--- src/rtl/rv_mc_sequencer_pkg.sv ---
// rtl/rv_mc_sequencer_pkg.sv - sequencer state, instruction class and opcode definitions
package rv_mc_sequencer_pkg;

   typedef enum logic [2:0] {
      FETCH, IWAIT, DECODE, EXEC, MEM, MWAIT, WB, TRAP
   } seq_state_e;

   typedef enum logic [2:0] {
      CL_LOAD, CL_STORE, CL_OP, CL_OP_IMM, CL_BRANCH, CL_LUI, CL_ILLEGAL
   } instr_class_e;

   localparam logic [6:0] OPC_LOAD   = 7'b0000011;
   localparam logic [6:0] OPC_STORE  = 7'b0100011;
   localparam logic [6:0] OPC_OP     = 7'b0110011;
   localparam logic [6:0] OPC_OP_IMM = 7'b0010011;
   localparam logic [6:0] OPC_BRANCH = 7'b1100011;
   localparam logic [6:0] OPC_LUI    = 7'b0110111;

   localparam logic [31:0] INSTR_NOP = 32'h0000_0013;

endpackage

--- src/rtl/rv_mc_sequencer_if.sv ---
// rtl/rv_mc_sequencer_if.sv - instruction and data bus handshakes of the sequencer
interface rv_mc_sequencer_if;
   logic        imem_req;
   logic [31:0] imem_addr;
   logic        imem_gnt;
   logic        imem_rvalid;
   logic [31:0] imem_rdata;
   logic        dmem_req;
   logic        dmem_we;
   logic        dmem_gnt;
   logic        dmem_rvalid;

   modport master (
      output imem_req, imem_addr, dmem_req, dmem_we,
      input  imem_gnt, imem_rvalid, imem_rdata, dmem_gnt, dmem_rvalid
   );

   modport slave (
      input  imem_req, imem_addr, dmem_req, dmem_we,
      output imem_gnt, imem_rvalid, imem_rdata, dmem_gnt, dmem_rvalid
   );
endinterface

--- src/rtl/rv_mc_sequencer_instr_class.sv ---
// rtl/rv_mc_sequencer_instr_class.sv - combinational opcode to instruction class map
module rv_mc_sequencer_instr_class
   import rv_mc_sequencer_pkg::*;
(
   input  logic [6:0]   opcode,
   output instr_class_e cls
);

   always_comb begin
      cls = CL_ILLEGAL;
      case (opcode)
         OPC_LOAD:   cls = CL_LOAD;
         OPC_STORE:  cls = CL_STORE;
         OPC_OP:     cls = CL_OP;
         OPC_OP_IMM: cls = CL_OP_IMM;
         OPC_BRANCH: cls = CL_BRANCH;
         OPC_LUI:    cls = CL_LUI;
         default:    cls = CL_ILLEGAL;
      endcase
   end

endmodule

--- src/rtl/rv_mc_sequencer.sv ---
// rtl/rv_mc_sequencer.sv - multi-cycle fetch/decode/exec/mem/wb control FSM with bus timeout trap
module rv_mc_sequencer
   import rv_mc_sequencer_pkg::*;
#(
   parameter logic [31:0] RESET_PC = 32'h0000_0000,
   parameter int unsigned TIMEOUT  = 255,
   parameter int unsigned CNT_W    = 8
) (
   input  logic                clk_i,
   input  logic                rst_ni,
   rv_mc_sequencer_if.master   bus,
   output logic [31:0]         instr_o,
   output logic [31:0]         pc_o,
   input  logic [31:0]         branch_target_i,
   input  logic                alu_zero_i,
   output logic                rf_we_o,
   output logic                retire_o,
   output logic [31:0]         instret_o,
   output logic                halted_o
);

   localparam logic [2:0] S_FETCH  = FETCH;
   localparam logic [2:0] S_IWAIT  = IWAIT;
   localparam logic [2:0] S_DECODE = DECODE;
   localparam logic [2:0] S_EXEC   = EXEC;
   localparam logic [2:0] S_MEM    = MEM;
   localparam logic [2:0] S_MWAIT  = MWAIT;
   localparam logic [2:0] S_WB     = WB;
   localparam logic [2:0] S_TRAP   = TRAP;

   logic [2:0]       state_q, state_d;
   logic [31:0]      pc_q, instr_q, instret_q;
   logic [CNT_W-1:0] cnt_q, cnt_inc;
   instr_class_e     cls;
   logic             timed_out, bus_wait, retire, take_branch;

   rv_mc_sequencer_instr_class u_class (
      .opcode (instr_q[6:0]),
      .cls    (cls)
   );

   assign cnt_inc   = cnt_q + 1'b1;
   // Trap on the cycle the count would reach TIMEOUT, so a stall lasts exactly TIMEOUT cycles.
   assign timed_out = (TIMEOUT != 0) && (cnt_inc == CNT_W'(TIMEOUT));
   assign bus_wait  = (state_q == S_FETCH) || (state_q == S_IWAIT) ||
                      (state_q == S_MEM)   || (state_q == S_MWAIT);

   assign take_branch = (state_q == S_EXEC) && (cls == CL_BRANCH) &&
                        (instr_q[14:12] == 3'b000) && alu_zero_i;

   assign retire = (state_q == S_WB) ||
                   ((state_q == S_EXEC) && (cls == CL_BRANCH)) ||
                   ((state_q == S_MWAIT) && bus.dmem_rvalid && (cls == CL_STORE));

   always_comb begin
      state_d = state_q;
      case (state_q)
         S_FETCH:  if (bus.imem_gnt) state_d = S_IWAIT;
                   else if (timed_out) state_d = S_TRAP;
         S_IWAIT:  if (bus.imem_rvalid) state_d = S_DECODE;
                   else if (timed_out) state_d = S_TRAP;
         S_DECODE: state_d = (cls == CL_ILLEGAL) ? S_TRAP : S_EXEC;
         S_EXEC: begin
            case (cls)
               CL_LOAD, CL_STORE: state_d = S_MEM;
               CL_BRANCH:         state_d = S_FETCH;
               default:           state_d = S_WB;
            endcase
         end
         S_MEM:    if (bus.dmem_gnt) state_d = S_MWAIT;
                   else if (timed_out) state_d = S_TRAP;
         S_MWAIT:  if (bus.dmem_rvalid) state_d = (cls == CL_STORE) ? S_FETCH : S_WB;
                   else if (timed_out) state_d = S_TRAP;
         S_WB:     state_d = S_FETCH;
         default:  state_d = S_TRAP;
      endcase
   end

   always_ff @(posedge clk_i) begin
      if (!rst_ni) begin
         state_q   <= S_FETCH;
         pc_q      <= RESET_PC;
         instr_q   <= INSTR_NOP;
         instret_q <= '0;
         cnt_q     <= '0;
      end else begin
         state_q <= state_d;
         if (state_d != state_q)
            cnt_q <= '0;
         else if (bus_wait)
            cnt_q <= cnt_inc;
         if ((state_q == S_IWAIT) && bus.imem_rvalid)
            instr_q <= bus.imem_rdata;
         if (retire) begin
            instret_q <= instret_q + 32'd1;
            pc_q      <= take_branch ? pc_q + branch_target_i : pc_q + 32'd4;
         end
      end
   end

   // Strobes are gated by the reset input so they are low during the reset cycle itself.
   assign bus.imem_req  = rst_ni && (state_q == S_FETCH);
   assign bus.imem_addr = pc_q;
   assign bus.dmem_req  = rst_ni && (state_q == S_MEM);
   assign bus.dmem_we   = rst_ni && (state_q == S_MEM) && (cls == CL_STORE);
   assign rf_we_o       = rst_ni && (state_q == S_WB) && (instr_q[11:7] != 5'd0);
   assign retire_o      = rst_ni && retire;

   assign instr_o   = instr_q;
   assign pc_o      = pc_q;
   assign instret_o = instret_q;
   assign halted_o  = (state_q == S_TRAP);

endmodule

--- src/flat_wrapper.sv ---
// flat-port wrapper written by rule: the top's interface ports become plain ports
module rv_mc_sequencer_flat import rv_mc_sequencer_pkg::*;
#(
   parameter logic [31:0] RESET_PC = 32'h0000_0000,
   parameter int unsigned TIMEOUT  = 255,
   parameter int unsigned CNT_W    = 8
)
  (clk_i, rst_ni, instr_o, pc_o, branch_target_i, alu_zero_i, rf_we_o, retire_o, instret_o, halted_o, bus_imem_req, bus_imem_addr, bus_dmem_req, bus_dmem_we, bus_imem_gnt, bus_imem_rvalid, bus_imem_rdata, bus_dmem_gnt, bus_dmem_rvalid);
  rv_mc_sequencer_if bus_i ();
  input  logic clk_i;
  input  logic rst_ni;
  output logic [31:0] instr_o;
  output logic [31:0] pc_o;
  input  logic [31:0] branch_target_i;
  input  logic alu_zero_i;
  output logic rf_we_o;
  output logic retire_o;
  output logic [31:0] instret_o;
  output logic halted_o;
  output wire logic [$bits(bus_i.imem_req)-1:0] bus_imem_req;
  output wire logic [$bits(bus_i.imem_addr)-1:0] bus_imem_addr;
  output wire logic [$bits(bus_i.dmem_req)-1:0] bus_dmem_req;
  output wire logic [$bits(bus_i.dmem_we)-1:0] bus_dmem_we;
  input wire logic [$bits(bus_i.imem_gnt)-1:0] bus_imem_gnt;
  input wire logic [$bits(bus_i.imem_rvalid)-1:0] bus_imem_rvalid;
  input wire logic [$bits(bus_i.imem_rdata)-1:0] bus_imem_rdata;
  input wire logic [$bits(bus_i.dmem_gnt)-1:0] bus_dmem_gnt;
  input wire logic [$bits(bus_i.dmem_rvalid)-1:0] bus_dmem_rvalid;
  assign bus_imem_req = bus_i.imem_req;
  assign bus_imem_addr = bus_i.imem_addr;
  assign bus_dmem_req = bus_i.dmem_req;
  assign bus_dmem_we = bus_i.dmem_we;
  assign bus_i.imem_gnt = bus_imem_gnt;
  assign bus_i.imem_rvalid = bus_imem_rvalid;
  assign bus_i.imem_rdata = bus_imem_rdata;
  assign bus_i.dmem_gnt = bus_dmem_gnt;
  assign bus_i.dmem_rvalid = bus_dmem_rvalid;
  rv_mc_sequencer #(.RESET_PC(RESET_PC), .TIMEOUT(TIMEOUT), .CNT_W(CNT_W)) u_core (.clk_i(clk_i), .rst_ni(rst_ni), .bus(bus_i), .instr_o(instr_o), .pc_o(pc_o), .branch_target_i(branch_target_i), .alu_zero_i(alu_zero_i), .rf_we_o(rf_we_o), .retire_o(retire_o), .instret_o(instret_o), .halted_o(halted_o));
endmodule
--- config.mk ---
export PLATFORM = sky130hd
export DESIGN_NAME = rv_mc_sequencer_flat
export DESIGN_NICKNAME = d
export VERILOG_FILES = /design/src/rtl/rv_mc_sequencer_pkg.sv /design/src/rtl/rv_mc_sequencer_if.sv /design/src/rtl/rv_mc_sequencer_instr_class.sv /design/src/rtl/rv_mc_sequencer.sv /design/src/flat_wrapper.sv
export SDC_FILE = /design/constraint.sdc
export NUM_CORES = 1
export LEC_CHECK = 0
export CAP_MARGIN = 30
export CORE_MARGIN = 4
export CORE_UTILIZATION = 70
export CTS_CLUSTER_SIZE = 28
export DETAILED_ROUTE_END_ITERATION = 6
export DONT_BUFFER_PORTS = 1
export PLACE_DENSITY_LB_ADDON = 0.05
export SYNTH_ARGS = -nofsm -noshare
export SYNTH_HDL_FRONTEND = slang
export SYNTH_SLANG_ARGS = --single-unit
--- constraint.sdc ---
create_clock -name clk_i -period 4.55 [get_ports clk_i]
set_input_delay 0.2275 -clock clk_i [delete_from_list [all_inputs] [get_ports clk_i]]
set_output_delay 0.2275 -clock clk_i [all_outputs]
set_load 0.005 [all_outputs]
==> results.tsv <==
stage	metric	value	unit
setup_path	peak fanout along the critical path	27	
setup_path	Worst path max stage delay	0.87	ns
global_routing	Total GRT Usage	32.4	%
pwr	Flop pwr share	56.0	%
pwr	Pwr Total	1.82	mW
setup_path	CP Cell Sequence	nand2_1 > nor4_1 > and2_1 > buf_4 > nor4_1 > o21ai_0 > o21ai_0 > mux2i_1 > mux2i_1	
synthesis	post-synth top area cell	dfxtp_1	
clock_tree	CTS tree	built	
setup_path	Slowest-stage cell, CP	dfxtp_1	
run	Max-Cap Viols	0	
timing	min Tclk post-route	3.13	ns
synthesis	Syn. warnings	0	
setup_path	Crit path arrival time	3.45	ns
drt	Vias	6792	
floorplan	# rows	36	
pwr	sw frac	29.1	%
synthesis	Gate Count Post-Synth	931	
synthesis	syn_area_per_cell	7.58	sq um
clock_tree	Root Buffer	clkbuf_8	
floorplan	die height	108	um
run_status	status	finished clean	
place	DP Worst Slack	1.58	ns
drt	Total Wirelength	19.3	mm
pwr	Clk pwr share	30.0	%
global_routing	largest net degree at the start of global routing	50	
drt	highest metal used	met4	
timing	final setup margin	1.42	ns
synthesis	Synth area leaders	dfxtp_1, a21oi_1, nand2_1	
setup_path	Setup CP Type	reg2reg	
final_layout	synthesis-to-layout area growth	4.84	%
pwr	maximum vdd drop	183	uV
pwr	Pint	1.29	mW
synthesis	asr flop ratio synth	0	%
clock_tree	Post-CTS Setup Inserts	0	
synthesis	post-synth cell types	76	
worst_hold_path	Hold WC Path Type	in2reg	
global_routing	number of global-route vias before repair	6567	
synthesis	post-synth top area share	30.3	%
place	PortBufs	0	
drt	antenna-violating nets left	0	
synthesis	Mapped Area	0.00706	sq mm
final_layout	Final Util	75.4	%
floorplan	# IOs	205	
clock_tree	TritonCTS buffer count	9	
floorplan	core footprint	0.00982	sq mm
drt	DR pass1 iterations	5	
place	GPL Wtd Cong	0.935	
clock_tree	Clock Latency Late Sink	0.39	ns
global_routing	initial antenna violation count	1	
global_routing	total grt overflow	0	
floorplan	Die ar.	0.0118	sq mm
timing	setup violators final	0	
floorplan	Starting Density	71.9	%
drt	M1 WL	7.74	mm
synthesis	Syn Nets	1038	
pwr	P_sw	529	uW
final_layout	fin nets	1017	
pwr	Cell Pwr Density	246	mW/mm^2
pwr	Comb pwr share	14.0	%
timing	skew final	0.0129	ns
final_layout	Finished Layout Cells	1049	
synthesis	post-synthesis sequential area ratio	30.3	%
timing	Slew HR	34.2	%
timing	Setup TNS	0	ns
setup_path	nature of the critical path endpoint	register	
drt	DR WL met3	1.66	mm
place	Placed Cells	997	
clock_tree	CTS Sinks	107	
clock_tree	CTS Buffer Depth	2	
pwr	P_leak	2.79	nW
drt	Avg WL per Cell	18.4	um
drt	DR DRC count	0	
timing	fin crit share	68.8	%
timing	Max Fclk	0.320	GHz
drt	post-DR vias/cell	6.47	
timing	Worst Max-Slew Pin Slew	0.987	ns
synthesis	#FFs+latches synth	107	
synthesis	main flop type after synthesis	dfxtp_1	
setup_path	reg2reg setup slack	1.42	ns
drt	initial DRC count	668	
clock_tree	clock-pin slew on the worst setup and hold paths	0.11	ns
timing	RSZ-0062 raised after global routing	no	
final_layout	share of cells above drive strength 1	5.25	%
setup_path	Critical Path RT	4.87	ns
drt	met2 WL	9.28	mm
floorplan	die width	108	um
timing	Final Max Tran Viols	0	
place	HPWL Detailed	13.4	mm
global_routing	first-pass GRT wire length	30.9	mm
setup_path	critical path startpoint category	register	
clock_tree	H-Tree Depth	3	
synthesis	EDFF count, synth	0	
timing	final hold viol count	0	
[Yosys cell counts, drive strengths merged, types with 6 or more instances]
cell    number
nor2        86
xnor2       28
o21ai       55
xor2        31
a211oi       9
nand4       20
a21oi      112
nand3       37
o211ai      11
dfxtp      107
nand2b       8
and4         8
and3        11
or3          6
nor2b        6
nor4         7
clkbuf      27
inv         22
and2         7
nand2      145
a21o        12
a31oi       11
o21bai       6
buf         46
nor3        19
ha          35
[layout make-up]
type                            instances  area, sq um
Antenna cell                            1         2.50
Clock buffer                           13          149
Clock inverter                          3         23.8
Fill cell                             785         2420
Inverter                               22         82.6
Multi-Input combinational cell        729         4420
Sequential cell                       107         2140
Tap cell                              133          166
Timing Repair Buffer                   41          413
[logic make-up (layout without fill, tap and decap cells)]
family | count (synthesis) | count (layout) | synth area share (%)
compound gates | 253 | 253 | 22.0
xor+xnor | 59 | 59 | 7.32
fa+ha+maj | 36 | 36 | 6.49
buf+inv | 95 | 79 | 7.11
flops | 107 | 107 | 30.3
mux | 4 | 4 | 0.585
other cells | 0 | 1 | 0
simple gates | 377 | 377 | 26.1
[placed cells by master, fill, tap and decap left out, types with 16 or more instances in the layout]
cell type,n
dfxtp_1,107
nor3_1,16
a21oi_1,112
ha_1,35
nor2_1,85
inv_1,21
dlygate4sd3_1,34
xnor2_1,28
nand2_1,143
nand4_1,18
o21ai_0,55
xor2_1,31
nand3_1,36
[critical path, delay by kind of cell (launching register included)]
| kind | cells | cell delay, ns |
|---|---|---|
| mux | 2 | 0.42 |
| simple gates | 4 | 1.00 |
| buf+inv | 1 | 0.38 |
| flops | 1 | 0.87 |
| compound gates | 2 | 0.39 |
[metal layers]
metal | vias up | global-route usage [%]
met1 | 3172 | 40.0
met3 | 63 | 8.54
met2 | 317 | 54.3
met5 | - | 0
li1 | 3240 | -
met4 | 0 | 11.5
[final timing paths]
kind	from	endpoint	cells after the start
max	u_core.state_q[1]$_SDFF_PN0_	u_core.bus.imem_addr[31]$_SDFFE_PN0N_	9
max reg2reg	u_core.state_q[1]$_SDFF_PN0_	u_core.bus.imem_addr[31]$_SDFFE_PN0N_	9
min reg2reg	u_core.instr_o[21]$_SDFFE_PN0P_	u_core.instr_o[21]$_SDFFE_PN0P_	2
min	rst_ni	u_core.bus.imem_addr[19]$_SDFFE_PN0N_	2
[power groups by stage]
stage	Combinational [mW]	Clock, mW	Sequential [mW]
after floorplan	0.199	0	1.01
after global placement	0.209	0	1.04
after detailed placement	0.218	0	1.04
after CTS	0.246	0.548	1.02
after global routing	0.287	0.593	1.02
final	0.254	0.546	1.02
[registers in the layout (all words and copies together), names as in the netlist]
| name | cells |
|---|---|
| u_core.state_q | 3 |
| u_core.bus.imem_addr | 32 |
| u_core.instret_o | 32 |
| u_core.instr_o | 32 |
| u_core.cnt_q | 8 |
[repair_timing]
item	4_1_cts	5_1_grt
gates resized for setup	0	0
hold buffers	33	1
hold endpoints to repair	56	1
[per-stage QoR]
stage	cell area, sq um	hold WS [ns]
3_3_place_gp	6860	0.309
6_report	7400	0.00677
4_1_cts	7360	0.00152
3_5_place_dp	6860	0.315
2_1_floorplan	7060	0.352
5_1_grt	7400	0.00754
(Power assumes the default switching activity.)
